## config.mk

```make
export PLATFORM = sky130hd
export DESIGN_NAME = pic_inta_sequencer_flat
export DESIGN_NICKNAME = d
export VERILOG_FILES = /design/src/rtl/pic_pkg.sv /design/src/rtl/pic_inta_sequencer_if.sv /design/src/rtl/pic_prio_resolver.sv /design/src/rtl/pic_inta_sequencer.sv /design/src/flat_wrapper.sv
export SDC_FILE = /design/constraint.sdc
export NUM_CORES = 1
export LEC_CHECK = 0
export ABC_AREA = 1
export CAP_MARGIN = 30
export CORE_MARGIN = 1
export CORE_UTILIZATION = 40
export CTS_CLUSTER_SIZE = 30
export DETAILED_ROUTE_END_ITERATION = 8
export MAX_ROUTING_LAYER = met4
export PLACE_DENSITY = 0.66
export SLEW_MARGIN = 10
export SYNTH_ARGS = -nofsm -noshare
export SYNTH_HDL_FRONTEND = slang
export SYNTH_SLANG_ARGS = --single-unit
```

## constraint.sdc

```tcl
create_clock -name clk -period 15.78 [get_ports clk]
set_clock_uncertainty 0.2 [all_clocks]
set_input_delay 3.156 -clock clk [delete_from_list [all_inputs] [get_ports clk]]
set_output_delay 3.156 -clock clk [all_outputs]
set_load 0.005 [all_outputs]
```

## src/rtl/pic_pkg.sv

```systemverilog
// Shared types and helpers for the 8259 interrupt-acknowledge sequencer.
// The priority rank is a 3-bit wrap-around distance from the lowest-priority level.
package pic_pkg;

   localparam int NUM_IRQ = 8;
   localparam int IDX_W   = 3;

   typedef enum logic [1:0] {
      ST_IDLE,
      ST_ACK1,
      ST_GAP,
      ST_ACK2
   } state_e;

   // Rank 0 is the level just above lowest_prio, so the 3-bit wrap does the modulo.
   function automatic logic [IDX_W-1:0] rank(input logic [IDX_W-1:0] idx,
                                             input logic [IDX_W-1:0] lowest);
      rank = idx - lowest - IDX_W'(1);
   endfunction

   function automatic logic [NUM_IRQ-1:0] onehot(input logic [IDX_W-1:0] idx);
      onehot = NUM_IRQ'(1) << idx;
   endfunction

endpackage

```

## src/rtl/pic_inta_sequencer_if.sv

```systemverilog
// CPU-side interrupt bus: INT request, INTA handshake and vector byte.
interface pic_inta_sequencer_if;

   logic       inta_n;
   logic       int_out;
   logic [7:0] vec_out;
   logic       vec_oe;

   modport master (
      output inta_n,
      input  int_out,
      input  vec_out,
      input  vec_oe
   );

   modport slave (
      input  inta_n,
      output int_out,
      output vec_out,
      output vec_oe
   );

endinterface

```

## src/rtl/pic_prio_resolver.sv

```systemverilog
// Rotating priority encoder: returns the highest-ranked set bit of vec
// relative to the current lowest-priority level.
module pic_prio_resolver
   import pic_pkg::*;
(
   input  logic [NUM_IRQ-1:0] vec,
   input  logic [IDX_W-1:0]   lowest,
   output logic               found,
   output logic [IDX_W-1:0]   idx
);

   logic [IDX_W-1:0] best_rank;

   always_comb begin
      found     = 1'b0;
      idx       = '0;
      best_rank = '1;
      for (int i = 0; i < NUM_IRQ; i++) begin
         if (vec[i] && (!found || rank(IDX_W'(i), lowest) < best_rank)) begin
            found     = 1'b1;
            idx       = IDX_W'(i);
            best_rank = rank(IDX_W'(i), lowest);
         end
      end
   end

endmodule

```

## src/rtl/pic_inta_sequencer.sv

```systemverilog
// 8259 core: priority resolution, INT generation, two-pulse INTA sequencing,
// vector drive, and EOI / AEOI / set-priority handling of the in-service register.
module pic_inta_sequencer
   import pic_pkg::*;
(
   input  logic                clk,
   input  logic                rst,
   input  logic [NUM_IRQ-1:0]  irr,
   input  logic [NUM_IRQ-1:0]  imr,
   input  logic [NUM_IRQ-1:0]  isr_q,
   input  logic [4:0]          vec_base,
   input  logic                aeoi_mode,
   input  logic                rotate_aeoi,
   input  logic                eoi_valid,
   input  logic                eoi_specific,
   input  logic                eoi_rotate,
   input  logic [IDX_W-1:0]    eoi_level,
   input  logic                setprio_valid,
   input  logic [IDX_W-1:0]    setprio_level,
   output logic [NUM_IRQ-1:0]  isr_set,
   output logic [NUM_IRQ-1:0]  isr_clr,
   output logic [NUM_IRQ-1:0]  irr_clr,
   output logic [IDX_W-1:0]    lowest_prio,
   pic_inta_sequencer_if.slave cpu
);

   state_e               state_q, state_d;
   logic                 inta_q;
   logic [IDX_W-1:0]     idx_q, idx_d;
   logic                 spur_q, spur_d;
   logic                 int_out_q, int_out_d;
   logic [NUM_IRQ-1:0]   isr_set_q, isr_set_d;
   logic [NUM_IRQ-1:0]   isr_clr_q, isr_clr_d;
   logic [NUM_IRQ-1:0]   irr_clr_q, irr_clr_d;
   logic [7:0]           vec_out_q, vec_out_d;
   logic                 vec_oe_q, vec_oe_d;
   logic [IDX_W-1:0]     lowest_q, lowest_d;

   logic                 fall, rise;
   logic                 cand_found, isr_found, req_valid;
   logic [IDX_W-1:0]     cand_idx, isr_idx;
   logic [NUM_IRQ-1:0]   aeoi_clr, eoi_clr;
   logic                 aeoi_rot, eoi_rot;
   logic [IDX_W-1:0]     eoi_rot_lvl;

   assign fall = inta_q & ~cpu.inta_n;
   assign rise = ~inta_q & cpu.inta_n;

   pic_prio_resolver u_cand_res (
      .vec    (irr & ~imr),
      .lowest (lowest_q),
      .found  (cand_found),
      .idx    (cand_idx)
   );

   pic_prio_resolver u_isr_res (
      .vec    (isr_q),
      .lowest (lowest_q),
      .found  (isr_found),
      .idx    (isr_idx)
   );

   // Fully nested: the winner must outrank every level already in service.
   assign req_valid = cand_found &&
                      (!isr_found || (rank(cand_idx, lowest_q) < rank(isr_idx, lowest_q)));

   always_ff @(posedge clk) begin
      if (rst) state_q <= ST_IDLE;
      else     state_q <= state_d;
   end

   always_comb begin
      state_d = state_q;
      case (state_q)
         ST_IDLE: if (fall) state_d = ST_ACK1;
         ST_ACK1: if (rise) state_d = ST_GAP;
         ST_GAP:  if (fall) state_d = ST_ACK2;
         ST_ACK2: if (rise) state_d = ST_IDLE;
         default: state_d = ST_IDLE;
      endcase
   end

   always_comb begin
      int_out_d = 1'b0;
      isr_set_d = '0;
      irr_clr_d = '0;
      idx_d     = idx_q;
      spur_d    = spur_q;
      vec_out_d = vec_out_q;
      vec_oe_d  = vec_oe_q;
      aeoi_clr  = '0;
      aeoi_rot  = 1'b0;
      case (state_q)
         ST_IDLE: begin
            if (fall) begin
               idx_d  = req_valid ? cand_idx : '1;
               spur_d = !req_valid;
               if (req_valid) begin
                  isr_set_d = onehot(cand_idx);
                  irr_clr_d = onehot(cand_idx);
               end
            end else begin
               int_out_d = req_valid;
            end
         end
         ST_GAP: begin
            if (fall) begin
               vec_out_d = {vec_base, idx_q};
               vec_oe_d  = 1'b1;
            end
         end
         ST_ACK2: begin
            if (rise) begin
               vec_oe_d = 1'b0;
               if (aeoi_mode && !spur_q) begin
                  aeoi_clr = onehot(idx_q);
                  aeoi_rot = rotate_aeoi;
               end
            end
         end
         default: ;
      endcase
   end

   // Command path: EOI clears merge with AEOI, a same-cycle set wins its bit,
   // and set-priority outranks EOI rotation, which outranks AEOI rotation.
   always_comb begin
      eoi_clr     = '0;
      eoi_rot     = 1'b0;
      eoi_rot_lvl = eoi_level;
      if (eoi_valid) begin
         if (eoi_specific) begin
            eoi_clr = onehot(eoi_level);
            eoi_rot = eoi_rotate;
         end else if (isr_found) begin
            eoi_clr     = onehot(isr_idx);
            eoi_rot     = eoi_rotate;
            eoi_rot_lvl = isr_idx;
         end
      end
      isr_clr_d = (eoi_clr | aeoi_clr) & ~isr_set_d;
      lowest_d  = lowest_q;
      if (setprio_valid)  lowest_d = setprio_level;
      else if (eoi_rot)   lowest_d = eoi_rot_lvl;
      else if (aeoi_rot)  lowest_d = idx_q;
   end

   always_ff @(posedge clk) begin
      if (rst) begin
         inta_q    <= 1'b1;
         idx_q     <= '1;
         spur_q    <= 1'b0;
         int_out_q <= 1'b0;
         isr_set_q <= '0;
         isr_clr_q <= '0;
         irr_clr_q <= '0;
         vec_out_q <= '0;
         vec_oe_q  <= 1'b0;
         lowest_q  <= 3'd7;
      end else begin
         inta_q    <= cpu.inta_n;
         idx_q     <= idx_d;
         spur_q    <= spur_d;
         int_out_q <= int_out_d;
         isr_set_q <= isr_set_d;
         isr_clr_q <= isr_clr_d;
         irr_clr_q <= irr_clr_d;
         vec_out_q <= vec_out_d;
         vec_oe_q  <= vec_oe_d;
         lowest_q  <= lowest_d;
      end
   end

   assign cpu.int_out = int_out_q;
   assign cpu.vec_out = vec_out_q;
   assign cpu.vec_oe  = vec_oe_q;
   assign isr_set     = isr_set_q;
   assign isr_clr     = isr_clr_q;
   assign irr_clr     = irr_clr_q;
   assign lowest_prio = lowest_q;

endmodule

```

## src/flat_wrapper.sv

```systemverilog
// flat-port wrapper written by rule: the top's interface ports become plain ports
module pic_inta_sequencer_flat import pic_pkg::*;
  (clk, rst, irr, imr, isr_q, vec_base, aeoi_mode, rotate_aeoi, eoi_valid, eoi_specific, eoi_rotate, eoi_level, setprio_valid, setprio_level, isr_set, isr_clr, irr_clr, lowest_prio, cpu_inta_n, cpu_int_out, cpu_vec_out, cpu_vec_oe);
  pic_inta_sequencer_if cpu_i ();
  input  logic clk;
  input  logic rst;
  input  logic [NUM_IRQ-1:0] irr;
  input  logic [NUM_IRQ-1:0] imr;
  input  logic [NUM_IRQ-1:0] isr_q;
  input  logic [4:0] vec_base;
  input  logic aeoi_mode;
  input  logic rotate_aeoi;
  input  logic eoi_valid;
  input  logic eoi_specific;
  input  logic eoi_rotate;
  input  logic [IDX_W-1:0] eoi_level;
  input  logic setprio_valid;
  input  logic [IDX_W-1:0] setprio_level;
  output logic [NUM_IRQ-1:0] isr_set;
  output logic [NUM_IRQ-1:0] isr_clr;
  output logic [NUM_IRQ-1:0] irr_clr;
  output logic [IDX_W-1:0] lowest_prio;
  input wire logic [$bits(cpu_i.inta_n)-1:0] cpu_inta_n;
  output wire logic [$bits(cpu_i.int_out)-1:0] cpu_int_out;
  output wire logic [$bits(cpu_i.vec_out)-1:0] cpu_vec_out;
  output wire logic [$bits(cpu_i.vec_oe)-1:0] cpu_vec_oe;
  assign cpu_i.inta_n = cpu_inta_n;
  assign cpu_int_out = cpu_i.int_out;
  assign cpu_vec_out = cpu_i.vec_out;
  assign cpu_vec_oe = cpu_i.vec_oe;
  pic_inta_sequencer u_core (.clk(clk), .rst(rst), .irr(irr), .imr(imr), .isr_q(isr_q), .vec_base(vec_base), .aeoi_mode(aeoi_mode), .rotate_aeoi(rotate_aeoi), .eoi_valid(eoi_valid), .eoi_specific(eoi_specific), .eoi_rotate(eoi_rotate), .eoi_level(eoi_level), .setprio_valid(setprio_valid), .setprio_level(setprio_level), .isr_set(isr_set), .isr_clr(isr_clr), .irr_clr(irr_clr), .lowest_prio(lowest_prio), .cpu(cpu_i));
endmodule
```

-- Word-level counts from Yosys, hierarchy flattened
Cells that the tools add are included.
- flip-flop bits (word level): 36
- input bits: 44
- output and inout port bits: 37
- logic and storage cells: 196
- add/subtract/negate cells: 20
- order comparisons: 15
- equality and inequality tests: 7
- shift operators: 4
- muxes and demuxes: 74
- bitwise gates (word level): 10
- reduce and logical (&&, ||, !) cells: 56
- operator list (cell ; number):
    $mux 3 ; 33
    $mux 8 ; 9
    $lt 3x3->1 ; 15
    $shl 1x3->8 const A ; 4
    $sub 3x1->3 const B ; 10
    $mux 1 ; 26
    $logic_not 1->1 ; 17
    $and 8x8->8 ; 2
    $logic_and 1x1->1 ; 16
    $not 8->8 ; 2
    $logic_or 1x1->1 ; 15
    $sub 3x3->3 const A ; 4
    $mux 2 ; 4
    $ne 2x1->1 const B ; 4
    $or 8x8->8 ; 1
    $pmux 2 s4 ; 1
    $sub 1x3->3 const A ; 2
    $sub 2x3->3 const A ; 2
    $sub 3x3->3 ; 2
    $eq 2x2->1 const B ; 2
    $reduce_and 2->1 ; 2
    $reduce_and 4->1 ; 1
    $not 1->1 ; 3
    $reduce_and 3->1 ; 1
    other kinds (7) ; 8

-- Longest topological paths before layout
Gate-level depths: netlist of the first run.
- depth in word-level cells: 41
- mapped depth: 81
- depth with buffers taken out: 79

-- Modules after synthesis
From an unflattened synthesis of the first run, not the netlist that was laid out.
- cell total of the unflattened synthesis: 620
- area total of the unflattened synthesis: 3751.1 sq um
- by module, submodules not included (module ; times used ; cells each ; area an instance (sq um) ; sequential area each (sq um)):
    pic_inta_sequencer ; 1 ; 334 ; 2154.6 ; 720.7
    pic_prio_resolver ; 2 ; 143 ; 798.3 ; 0.0

-- Worst setup path after synthesis of the first run
Ideal clock, no wire load.
- kind: input port to flip-flop
- from: input port irr[0]
- to: register u_core.isr_clr_q[1], in the netlist u_core.isr_clr[1]
- library setup time: 115 ps
- data arrival time: 11378 ps
- required time: 15465 ps
- path slack: 4087 ps
- stages on the path: 65
- buffers on the path: 0
- cells stage by stage: inv_1 > nor2_1 > inv_1 > nor2_1 > ha_1 > a21oi_1 > nand2_1 > a21oi_2 > inv_1 > o21ai_0 > ha_1 > nand2_1 > o21bai_1 > nand2_1 > nand2_1 > nand2_2 > o21ai_0 > ha_1 > [29 not listed] > nand2_2 > nand2_4 > nand2_1 > ha_1 > fa_1 > xnor2_1 > xor2_1 > ha_1 > a21oi_1 > nand2_1 > nand2_1 > o21ai_0 > nor2_1 > inv_1 > nor2_4 > nand2_2 > nand2_1 > a21oi_2
- word-level cells in the longest chain between the ends: 40
- elaborated cells on any way between the ends: 62
- those cells by class: add/sub (2); order compare (8); shift (1); mux (25); bitwise (3); reduce/logical (23)
- ends and longest elaborated chain (what ; line ; source):
    start, declared ; flat_wrapper.sv:7 ; input logic [NUM_IRQ-1:0] irr;
    $and 8x8->8 * ; pic_inta_sequencer.sv:50 ; .vec (irr & ~imr),
    $mux 3 or $mux 1 (tied branches) ; pic_prio_resolver.sv:19 ; if (vec[i] && (!found || rank(IDX_W'(i), lowest) < best_rank)) begin
    $lt 3x3->1 or $logic_not 1->1 (tied branches) ; pic_prio_resolver.sv:19 ;
    $logic_or 1x1->1 ; pic_prio_resolver.sv:19 ;
    $logic_and 1x1->1 ; pic_prio_resolver.sv:19 ;
    $mux 3 or $mux 1 (tied branches) ; pic_prio_resolver.sv:19 ;
    $lt 3x3->1 or $logic_not 1->1 (tied branches) ; pic_prio_resolver.sv:19 ;
    $logic_or 1x1->1 ; pic_prio_resolver.sv:19 ;
    [24 not listed] ; -- ;
    $lt 3x3->1 ; pic_inta_sequencer.sv:65 ; (!isr_found || (rank(cand_idx, lowest_q) < rank(isr_idx, lowest_q)));
    $logic_or 1x1->1 ; pic_inta_sequencer.sv:65 ;
    $logic_and 1x1->1 ; pic_inta_sequencer.sv:64 ; assign req_valid = cand_found &&
    $mux 8 * ; pic_inta_sequencer.sv:98 ; if (req_valid) begin
    $mux 8 * ; pic_inta_sequencer.sv:95 ; if (fall) begin
    $mux 8 * ; -- ;
    $not 8->8 * ; pic_inta_sequencer.sv:141 ; isr_clr_d = (eoi_clr | aeoi_clr) & ~isr_set_d;
    $and 8x8->8 * ; pic_inta_sequencer.sv:141 ;
    end signal, assigned ; pic_inta_sequencer.sv:166 ; isr_clr_q <= isr_clr_d;
    end, declared ; pic_inta_sequencer.sv:33 ; logic [NUM_IRQ-1:0] isr_clr_q, isr_clr_d;
Every way passes the cells marked *; elsewhere a longest branch is shown, timed or not.
A chain may end at the register's enable or synchronous reset.

-- Worst setup path in the final report of the first run
- from: input port irr[0]
- to: register u_core.isr_clr_q[3], in the netlist u_core.isr_clr[3]
The elaborated chain is that of the path after synthesis.

==> results of run 1 <==
## per-stage QoR
| stage | area (um^2) | worst slack, ps | hold slack, ps | instances | power (mW) |
|---|---|---|---|---|---|
| after global placement | 4339 | 2761 | 276.9 | 733 | 0.4544 |
| after CTS | 4427 | 2730 | 293.3 | 741 | 0.5322 |
| after floorplan | 3528 | 4087 | 266.1 | 566 | 0.3756 |
| after global routing | 4427 | 1518 | 322.7 | 741 | 0.5927 |
| after detailed placement | 4339 | 2436 | 277.1 | 733 | 0.4643 |
| final | 4427 | 2693 | 294.0 | 741 | 0.5309 |
## synth_stat cells (5+ instances only)
library cell / n / area (um^2)
clkbuf_1: 5 / 18.77
nand3_1: 22 / 110.1
a21oi_1: 30 / 150.1
nand4_1: 5 / 31.28
nand2_1: 151 / 566.8
buf_4: 9 / 67.56
nor3_1: 9 / 45.04
o21ai_1: 6 / 30.03
nor2_1: 51 / 191.4
dfxtp_1: 36 / 720.7
ha_1: 38 / 475.5
o21ai_0: 48 / 240.2
inv_1: 86 / 322.8
nand2_4: 7 / 78.83
a21oi_2: 5 / 43.79
nand2_2: 22 / 137.6
## final cells by class
| type | count | area, um^2 | area share |
|---|---|---|---|
| flip-flops and latches | 36 | 720.7 | 0.1628 |
| multi-input cells | 425 | 2360 | 0.5331 |
| clock buffers | 5 | 68.82 | 0.01555 |
| clock inverters | 3 | 18.77 | 0.004240 |
| inverters | 87 | 326.6 | 0.07377 |
| repair buffers | 80 | 800.8 | 0.1809 |
| well taps | 105 | 131.4 | 0.02968 |
## per-layer routing
metal	wire [um]	GRT usage
met4	61	0.03980
met5	0	-
met1	4367	0.2757
met2	3862	0.3274
met3	392	0.02291
## worst register-to-register path: cells and delay by family, from the launching register on
kind / cells / cell delay (ps)
AOI/OAI and AO/OA: 15 / 2550
xor gates and xnor gates: 2 / 330
adders and majority gates: 11 / 3410
buffers and inverters: 5 / 750
DFF: 1 / 650
and+or+nand+nor: 36 / 2990
## worst paths after layout
path	to	slack, ps	cells past startpoint
hold reg to reg	u_core.cpu.vec_oe	290	2
setup / recovery	u_core.isr_clr[3]	2690	70
hold / removal	u_core.cpu.vec_oe	290	2
setup reg to reg	u_core.isr_clr[3]	4810	69
## sequential cells by signal, indices dropped and copies added (netlist names)
signal / cells
u_core.cpu.vec_out: 8
u_core.inta_q: 1
u_core.isr_clr: 8
u_core.idx_q: 3
u_core.spur_q: 1
u_core.lowest_prio: 3
u_core.isr_set: 8
u_core.cpu.vec_oe: 1
u_core.state_q: 2
u_core.cpu.int_out: 1
## kinds of logic (layout without fill, tap and decap cells)
kind of cell / count (synthesis) / in the layout / synth area share
simple gates: 275 / 275 / 0.3457
buf+inv: 105 / 175 / 0.1269
xor+xnor: 6 / 6 / 0.01490
compound gates: 104 / 104 / 0.1621
flops: 36 / 36 / 0.2043
fa+ha+maj: 40 / 40 / 0.1461
## power by group through the flow
stage / Combinational (mW) / Sequential, mW / Clock, mW
after detailed placement: 0.346 / 0.119 / 0
final: 0.348 / 0.117 / 0.0664
after floorplan: 0.260 / 0.116 / 0
after CTS: 0.348 / 0.117 / 0.0677
after global placement: 0.336 / 0.118 / 0
after global routing: 0.403 / 0.119 / 0.0707
==> impl_metrics.ini, run 1 <==
[global_routing]
antenna_found_initial = 0
grt_use_total = 0.2033
grt_pass1_wl_um = 14460
grt_remaining_overflow = 0
grt_max_degree = 26
grt_pass1_vias = 3227

[synthesis]
synth_seq_cells = 36
synthFlopType = dfxtp_1
ys_types = 35
yosysSeqAreaShare = 0.2043
synthesis.nets = 650
yosys_warnings = 0
synth_area_mm2 = 0.003528
async_flop_share = 0
postSynthAreaPerCell_um2 = 6.234
synth_edf_count = 0
postSynthCellCount = 566

[timing]
finalCriticalPeriod_ps = 13090
rsz0062_at_grt = no
fmax_mhz = 76.41
slew_headroom = 0.5287
fin_setup_tns_ps = 0
setup_viol = 0
worst_slew_pin_slew_ps = 706.2
slew_viol_final = 0
final_hold_viol_count = 0
period_share = 0.8294

[worst_setup_path]
cpPeakStageDelay_ps = 460
worst_path_most_repeated_cell = nand2_1
cp_max_fo = 8
cp-start-kind = input port
path_buf_inv = 7
startpoint = irr[0]
reg2reg_from = u_core.lowest_prio[0]
cpMaxStageDelayCell = clkdlybuf4s50_1
critPathKind = in2reg
cp-end-kind = flip-flop
worstPathRequired_ps = 15770
cpLargestDelayFamily = simple AND/OR/NAND/NOR gates
arrival_ps = 13070

[clocking]
cts.sinks = 36
insertion_delay_ps = 300
root_buffer = clkbuf_8
clk_path_buf_depth = 2
cts_tree = yes
h-tree-depth = 2
numCtsBuffers = 5
hold_buffers = 0
cts_repair_resize_count = 0
cts.clk_slew.worst_paths_ps = 80
postCtsSetupRepairBufs = 0

[detailed_routing]
drt-total-wl_um = 8684
drtAntennaViolNets = 0
firstDrtPassIters = 5
drt_iter0_drc = 187
drcViolationCount = 0
wire_per_inst_um = 11.72
vias = 3676
avgViaCountPerCell = 4.961

[floorplan]
core_area_mm2 = 0.008382
io_pins = 81
die_y_um = 95.92
row_count = 33
die-area_mm2 = 0.009201
start_util = 0.4210
fp.dieW_um = 95.92

[power]
swShare = 0.4882
power.share.clock = 0.125
ir_drop_v = 0.00005058
p_leak_nw = 2.251
power_frac_seq = 0.220
p_int_uw = 271.7
p_comb_frac = 0.655
p_switching_uw = 259.2
power_density_mw_per_mm2 = 119.9

[status]
outcome = complete, no violations

[flow_run]
drv_cap = 0

[placed_design]
portBuffers = 80
gp_congestion = 0.9037
dp_hpwl_um = 6982

[final_layout]
postLayoutCoreUtil = 0.5281
drive_above_1_share = 0.07862
most-common-layout-cells = 151 x nand2_1, 86 x inv_1, 80 x clkdlybuf4s50_1
synthToLayoutAreaGrowth_pct = 25.46
layout_commonest_cell = nand2_1
final_nets = 719
fill_cells = 855
antenna_cells = 0

[hold_path]
holdCritStartpoint = u_core.cpu.vec_oe
hold_class = reg2reg
(Power assumes the default switching activity.)
==> run 2: changes to the inputs <==
PLACE_DENSITY = 0.69   (was 0.66)
clock period = 10.7 ns   (was 15.78 ns; I/O delays follow)
==> impl_metrics.ini, run 2 (synthesis results as in run 1) <==
[status]
outcome = complete, but fails checks
violations = setup timing

[worst_setup_path]
rr_endpoint = u_core.isr_clr[3]
cp_max_fo = 6
arrival_ps = 10740
reg2reg_from = u_core.lowest_prio[1]
cp-start-kind = input port
cp-end-kind = flip-flop
worstPathRequired_ps = 10680
r2r_slack_ps = 840
cpPeakStageDelay_ps = 350
critPathKind = in2reg
startpoint = imr[0]
worst_path_most_repeated_cell = nand2_2
reg2reg_depth = 77
cpMaxStageDelayCell = fa_2

[timing]
slew_headroom = 0.4207
final_hold_viol_count = 0
slew_viol_final = 0
final.setup.worst_slack_ps = -57.00
fmax_mhz = 92.96
setup_viol = 8
finalCriticalPeriod_ps = 10760
period_share = 1.005
worst_slew_pin_slew_ps = 862.7
rsz0062_at_grt = yes

[placed_design]
gp_congestion = 1.004
post-place-ws_ps = -1195
dp_hpwl_um = 7965
portBuffers = 80

[power]
p_switching_uw = 509.4
power_frac_seq = 0.154
p_int_uw = 590.3
p_leak_nw = 2.818
power.total_mw = 1.100
swShare = 0.4632
power.share.clock = 0.087
ir_drop_v = 0.00009607
power_density_mw_per_mm2 = 195.4
p_comb_frac = 0.758

[hold_path]
whs_path_depth = 2
holdCritStartpoint = u_core.cpu.vec_oe
hold_class = reg2reg
hold_end = u_core.cpu.vec_oe

[floorplan]
fp.dieW_um = 95.92
core_area_mm2 = 0.008382
io_pins = 81
row_count = 33
start_util = 0.4210
die_y_um = 95.92
die-area_mm2 = 0.009201

[clocking]
clk_path_buf_depth = 2
h-tree-depth = 2
cts.clk_slew.worst_paths_ps = 80
cts.sinks = 36
numCtsBuffers = 5
insertion_delay_ps = 290
cts_tree = yes
root_buffer = clkbuf_8

[detailed_routing]
firstDrtPassIters = 5
drcViolationCount = 0
avgViaCountPerCell = 5.174
wire_per_inst_um = 14.29
drtAntennaViolNets = 0
vias = 4336
drt_iter0_drc = 203
drt-total-wl_um = 11980

[final_layout]
most-common-layout-cells = 118 x nand2_1, 97 x buf_4, 80 x inv_1
antenna_cells = 0
final_nets = 816
synthToLayoutAreaGrowth_pct = 59.54
drive_above_1_share = 0.3274
layout_commonest_cell = nand2_1

[global_routing]
grt_remaining_overflow = 0
antenna_found_initial = 0
grt_use_total = 0.2441
grt_pass1_wl_um = 17210
grt_pass1_vias = 3985
grt_max_degree = 26

[flow_run]
drv_cap = 0
run 2: layout make-up:
type / count / area (um^2)
clock buffers: 5 / 68.82
clock inverters: 3 / 18.77
fillers: 669 / 2753
inverters: 87 / 329.1
multi-input cells: 425 / 2826
flip-flops and latches: 36 / 720.7
well taps: 105 / 131.4
repair buffers: 177 / 1534
run 2: metal layers:
layer | wire length, um | share of wire | vias up | GRT usage
met5 | 0 | 0 | - | -
met4 | 218 | 0.018 | 0 | 0.04602
met3 | 745 | 0.062 | 26 | 0.03160
met2 | 5952 | 0.50 | 188 | 0.4250
met1 | 5058 | 0.42 | 1983 | 0.3036
li1 | - | - | 2139 | -
run 2: worst max-delay path by stage:
stage | cells after the start | to
5_1_grt | 78 | u_core.isr_clr[3]
2_1_floorplan | 65 | u_core.isr_clr[1]
6_report | 76 | u_core.isr_clr[3]
3_5_place_dp | 68 | u_core.isr_clr[3]
4_1_cts | 71 | u_core.isr_clr[3]
3_3_place_gp | 70 | u_core.isr_clr[3]
run 2: worst max-delay path, delay by kind of cell:
| family | cells | cell delay (ps) |
|---|---|---|
| compound gates | 12 | 1210 |
| xor+xnor | 2 | 300 |
| fa+ha+maj | 9 | 2580 |
| buf+inv | 13 | 1230 |
| simple gates | 40 | 3250 |
run 2: timing repair:
item                                    4_1_cts  5_1_grt
buffers inserted                             25       11
resized for setup                            65       80
endpoints found under the setup margin       21       21
pin swaps                                    44       73
gates cloned                                  0        0
hold buffers                                  0        0
run 2: power groups by stage:
stage | clock [mW] | sequential [mW] | combinational [mW]
after global routing | 0.102 | 0.172 | 0.914
after floorplan | 0 | 0.171 | 0.383
after detailed placement | 0 | 0.172 | 0.623
after global placement | 0 | 0.171 | 0.600
after CTS | 0.0972 | 0.169 | 0.698
final | 0.0959 | 0.170 | 0.834
run 2: metrics by stage:
stage               hold slack [ps]  utilization  std cells  instance area, um^2  TNS, ps
floorplan                     266.1            -        566                 3528        0
global placement              276.3       0.5723        794                 4797   -12020
detailed placement            285.1       0.5723        794                 4797   -22990
CTS                           300.6       0.6225        827                 5218        0
global route                  309.9       0.6716        838                 5629   -10400
finish                        292.0       0.6716        838                 5629   -229.7
